<file path="config.mk">
export PLATFORM = sky130hd
export DESIGN_NAME = cont_ring_sequencer
export DESIGN_NICKNAME = d
export VERILOG_FILES = /design/src/rtl/cont_ring_sequencer.sv
export SDC_FILE = /design/constraint.sdc
export NUM_CORES = 1
export LEC_CHECK = 0
export BUFFER_PORTS_ARGS = -buffer_cell sky130_fd_sc_hd__buf_2
export CAP_MARGIN = 0
export CORE_ASPECT_RATIO = 1.5
export CORE_UTILIZATION = 35
export CTS_CLUSTER_SIZE = 14
export DETAILED_ROUTE_END_ITERATION = 8
export PLACE_DENSITY = 0.66
export REMOVE_ABC_BUFFERS = 1
export SKIP_LAST_GASP = 1
export SLEW_MARGIN = 20
export SYNTH_ARGS = -nofsm -noshare
export SYNTH_HDL_FRONTEND = slang
export SYNTH_SLANG_ARGS = --single-unit
</file>
<file path="constraint.sdc">
create_clock -name Clck -period 1.7 [get_ports Clck]
set_clock_uncertainty 0.05 [all_clocks]
set_input_delay 0.17 -clock Clck [delete_from_list [all_inputs] [get_ports Clck]]
set_output_delay 0.17 -clock Clck [all_outputs]
set_load 0.02 [all_outputs]
</file>
<file path="src/rtl/cont_ring_sequencer.sv">
// N-stage continuation sequencer: hands a level start around a ring of stages,
// advancing on the active stage's done, with pass counting, stop and watchdog.
module cont_ring_sequencer #(
  parameter int NUM_STAGES      = 3,
  parameter int STAGE_BITS      = 2,
  parameter int PASS_COUNT_BITS = 8,
  parameter int TIMEOUT_BITS    = 16,
  parameter int TIMEOUT_CYCLES  = 0
) (
  input  logic                       Clck,
  input  logic                       Reset,
  input  logic                       working,
  input  logic                       continuous,
  input  logic                       stop,
  input  logic [NUM_STAGES-1:0]      stage_done,
  output logic [NUM_STAGES-1:0]      stage_start,
  output logic [STAGE_BITS-1:0]      cur_stage,
  output logic                       busy,
  output logic                       pass_done,
  output logic [PASS_COUNT_BITS-1:0] pass_count,
  output logic                       timeout_err
);

  typedef enum logic [1:0] {IDLE, RUN, ERR} state_t;

  localparam logic [STAGE_BITS-1:0]   LAST_STAGE = STAGE_BITS'(NUM_STAGES - 1);
  localparam logic [TIMEOUT_BITS-1:0] WD_LIMIT   = TIMEOUT_BITS'(TIMEOUT_CYCLES - 1);
  localparam bit                      WD_ENABLE  = (TIMEOUT_CYCLES != 0);

  state_t                  state;
  logic                    stop_latch;
  logic [TIMEOUT_BITS-1:0] wd_count;

  logic active_done;
  logic stop_now;
  logic at_last;
  logic wd_expired;

  // Masking done with the registered one-hot start ignores every inactive stage.
  assign active_done = |(stage_done & stage_start);
  assign stop_now    = stop_latch | stop;
  assign at_last     = (cur_stage == LAST_STAGE);
  assign wd_expired  = WD_ENABLE && (wd_count == WD_LIMIT);

  always_ff @(posedge Clck) begin
    if (Reset) begin
      state       <= IDLE;
      stage_start <= '0;
      cur_stage   <= '0;
      busy        <= 1'b0;
      pass_done   <= 1'b0;
      pass_count  <= '0;
      timeout_err <= 1'b0;
      stop_latch  <= 1'b0;
      wd_count    <= '0;
    end else begin
      pass_done <= 1'b0;
      case (state)
        IDLE: begin
          if (working && !stop) begin
            state       <= RUN;
            stage_start <= NUM_STAGES'(1);
            cur_stage   <= '0;
            busy        <= 1'b1;
            wd_count    <= '0;
          end
        end

        RUN: begin
          if (stop) stop_latch <= 1'b1;
          if (active_done) begin
            wd_count <= '0;
            if (at_last) begin
              pass_done  <= 1'b1;
              pass_count <= pass_count + PASS_COUNT_BITS'(1);
              cur_stage  <= '0;
              // A stop arriving together with the final done still ends the ring.
              if (continuous && !stop_now) begin
                stage_start <= NUM_STAGES'(1);
              end else begin
                stage_start <= '0;
                busy        <= 1'b0;
                stop_latch  <= 1'b0;
                state       <= IDLE;
              end
            end else begin
              stage_start <= {stage_start[NUM_STAGES-2:0], 1'b0};
              cur_stage   <= cur_stage + STAGE_BITS'(1);
            end
          end else if (wd_expired) begin
            timeout_err <= 1'b1;
            stage_start <= '0;
            cur_stage   <= '0;
            busy        <= 1'b0;
            stop_latch  <= 1'b0;
            state       <= ERR;
          end else begin
            wd_count <= wd_count + TIMEOUT_BITS'(1);
          end
        end

        ERR: state <= ERR;

        default: state <= IDLE;
      endcase
    end
  end

endmodule

</file>
==> flow_metrics.env <==
export IMPL_status="completed"
export IMPL_power_density_nw_per_um2=746
export IMPL_io_buffers=22
export IMPL_max_stage_delay_ps=550
export IMPL_clkTransAtPathRegs_ps=100
export IMPL_startpoint_type="flip-flop"
export IMPL_rrSetupSlack_ps=120
export IMPL_endpoint_kind="flip-flop"
export IMPL_n_antenna_cell=0
export IMPL_hold_ws_ps=146
export IMPL_grt_first_pass_wirelength_um=3150
export IMPL_worstPathArrival_ps=1760
export IMPL_numCtsBuffers=3
export IMPL_ctsResizeCount=0
export IMPL_finalSetupTns_ps=0
export IMPL_clk_path_buf_depth=2
export IMPL_finalSetupViolations=0
export IMPL_cp_num_buf_inv=0
export IMPL_grt_total_usage_pct=14.9
export IMPL_regToRegStartpoint="state[0]$_SDFFE_PP0P_"
export IMPL_final_setup_worst_slack_ps=122
export IMPL_first_pass_iters=4
export IMPL_crit_start="state[0]$_SDFFE_PP0P_"
export IMPL_use_met1_pct=16.4
export IMPL_gp_congestion=0.779
export IMPL_vias=819
export IMPL_dpl_hpwl_um=1310
export IMPL_wl_per_cell_um=13.2
export IMPL_grt_pass1_vias=744
export IMPL_clock_fmax_ghz=0.634
export IMPL_rr_worst_depth=3
export IMPL_busiest_layer="met2"
export IMPL_syn_inst=97
export IMPL_synth_compound_area_share_pct=18.8
export IMPL_syn_area_sq_um=866
export IMPL_areaGrowthSynthToFinish_pct=17.2
export IMPL_fp_dieW_um=42.6
export IMPL_cp_max_fo=9
export IMPL_hp_class="in -> reg"
export IMPL_r2r_end="pass_count[3]$_SDFFE_PP0P_"
export IMPL_drive_gt1_share_pct=24.6
export IMPL_hold_depth=3
export IMPL_dpl_cell_area_sq_um=978
export IMPL_core_area_sq_um=2290
export IMPL_root_buffer="clkbuf_4"
export IMPL_yosys_top_cells_area="dfxtp_1 (42%), a21oi_1 (5.8%), or4_1 (4.3%)"
export IMPL_synth_top_family_by_area="simple AND/OR/NAND/NOR gates"
export IMPL_min_period_ps=1580
export IMPL_synth_fa_ha_area_share_pct=1.45
export IMPL_wirelength_um=1860
export IMPL_grt_use_met3_pct=1.73
export IMPL_clk_latency_ps=290
export IMPL_drt_iter0_drc=27
export IMPL_io_pins=24
export IMPL_yosys_mux_area_fraction_pct=3.90
export IMPL_antenna_found_initial=0
export IMPL_fin_crit_sh_pct=92.8
export IMPL_critPathSlowestCell="or4_1"
export IMPL_met2_usage_pct=26.5
export IMPL_syn_area_per_cell_sq_um=8.93
export IMPL_final_cell_area_sq_um=1010
export IMPL_ys_ff_latch=18
export IMPL_layout_common_cells="buf_2 (22), dfxtp_1 (18), a21oi_1 (10)"
export IMPL_cts_setup_buffers=0
export IMPL_row_count=21
export IMPL_crit_type="reg -> reg"
export IMPL_finalHoldViolCount=0
export IMPL_grt_overflow=0
export IMPL_yosys_cell_types_count=33
export IMPL_ys_warn_count=0
export IMPL_finalNetCount=128
export IMPL_cts_tree="done"
export IMPL_cp_top_family="simple AND/OR/NAND/NOR gates"
export IMPL_avgViaCountPerCell=5.81
export IMPL_required_ps=1880
export IMPL_cts_sink_count=18
export IMPL_slew_viol_final=0
export IMPL_dieArea_sq_um=2680
export IMPL_rsz0062_at_grt="false"
export IMPL_synth_xor_area_share_pct=0
export IMPL_async_flop_share_pct=0
export IMPL_yosys_area_top_type="dfxtp_1"
export IMPL_worstPathCellList="nand4bb_1 -> or4_1 -> a21oi_1"
export IMPL_cp_depth=3
export IMPL_ctsHtreeMaxLevel=1
export IMPL_drc=0
export IMPL_synthSimpleGateAreaFrac_pct=26.4
export IMPL_p_leak_nw=0.396
export IMPL_dpl_worst_slack_ps=154
export IMPL_netlist_area_leader_share_pct=41.6
export IMPL_die_height_um=62.9
export IMPL_ant_nets=0
export IMPL_synth_edf_count=0
export IMPL_cap_violations=0
export IMPL_utilization_pct=44.4
export IMPL_layout_commonest_cell="buf_2"
export IMPL_crit_end="pass_count[3]$_SDFFE_PP0P_"
export IMPL_ir_worst_vdd_v=0.000379
export IMPL_start_util_pct=37.9
export IMPL_holdBufCountCts=0
export IMPL_grt_max_degree=25
export IMPL_ys_flop_type="dfxtp_1"
export IMPL_seq_area_frac_synth_pct=41.6
-- through the flow --
| stage | power, mW | std cells |
|---|---|---|
| final | 0.757 | 141 |
| after global routing | 0.796 | 141 |
| after CTS | 0.767 | 141 |
| after floorplan | 0.477 | 90 |
| after global placement | 0.504 | 137 |
| after detailed placement | 0.506 | 137 |
-- state kept, by name (all words and copies together), names as in the netlist --
signal	count
pass_done	1
stop_latch	1
busy	1
cur_stage	2
pass_count	8
state	2
stage_start	3
-- power by group --
part | total, mW | internal [mW] | switching (mW)
clock | 0.260 | 0.130 | 0.130
combinational | 0.0614 | 0.0212 | 0.0403
sequential | 0.435 | 0.429 | 0.00676
total | 0.757 | 0.580 | 0.177
-- kinds of logic (layout without fill, tap and decap cells) --
kind of cell | after synthesis | after routing
AOI/OAI and AO/OA | 25 | 25
adders and majority gates | 1 | 1
buffers and inverters | 13 | 34
DFF | 18 | 18
muxes | 3 | 3
other | 1 | 1
and+or+nand+nor | 36 | 36
-- routing by layer --
metal  wire length, um  vias up
met1               797      379
met3                93        4
met2               934       33
li1                  -      403
met4                37        0
met5                 0        -
-- cell type report --
cell class	count	area [sq um]
sequential	18	360
fill	250	1270
multi-input combinational	66	442
clock buffer	4	36.3
inverter	6	22.5
timing repair buffer	24	125
tap	23	28.8
-- Yosys cell counts (all sizes together), types with 3 or more instances --
library cell / n
a21oi: 10
mux2: 3
nor2: 4
nor4: 3
o21ai: 3
clkbuf: 4
or4: 5
nor2b: 5
inv: 6
o31ai: 4
nand3: 3
buf: 3
dfxtp: 18
-- worst min-delay path by stage --
stage | startpoint | to | slack [ps]
floorplan | Reset | busy$_SDFFE_PP0P_ | 190
global placement | busy$_SDFFE_PP0P_ | busy$_SDFFE_PP0P_ | 410
detailed placement | busy$_SDFFE_PP0P_ | busy$_SDFFE_PP0P_ | 420
CTS | stop | stop_latch$_SDFFE_PP0P_ | 140
global route | stop | stop_latch$_SDFFE_PP0P_ | 160
finish | stop | stop_latch$_SDFFE_PP0P_ | 150
-- worst reg2reg max path, cell delays in order, from the launching register on --
cell,delay [ps]
dfxtp_1,460
nand4bb_1,310
or4_1,550
a21oi_1,150
Power figures use the tool's default switching activity.
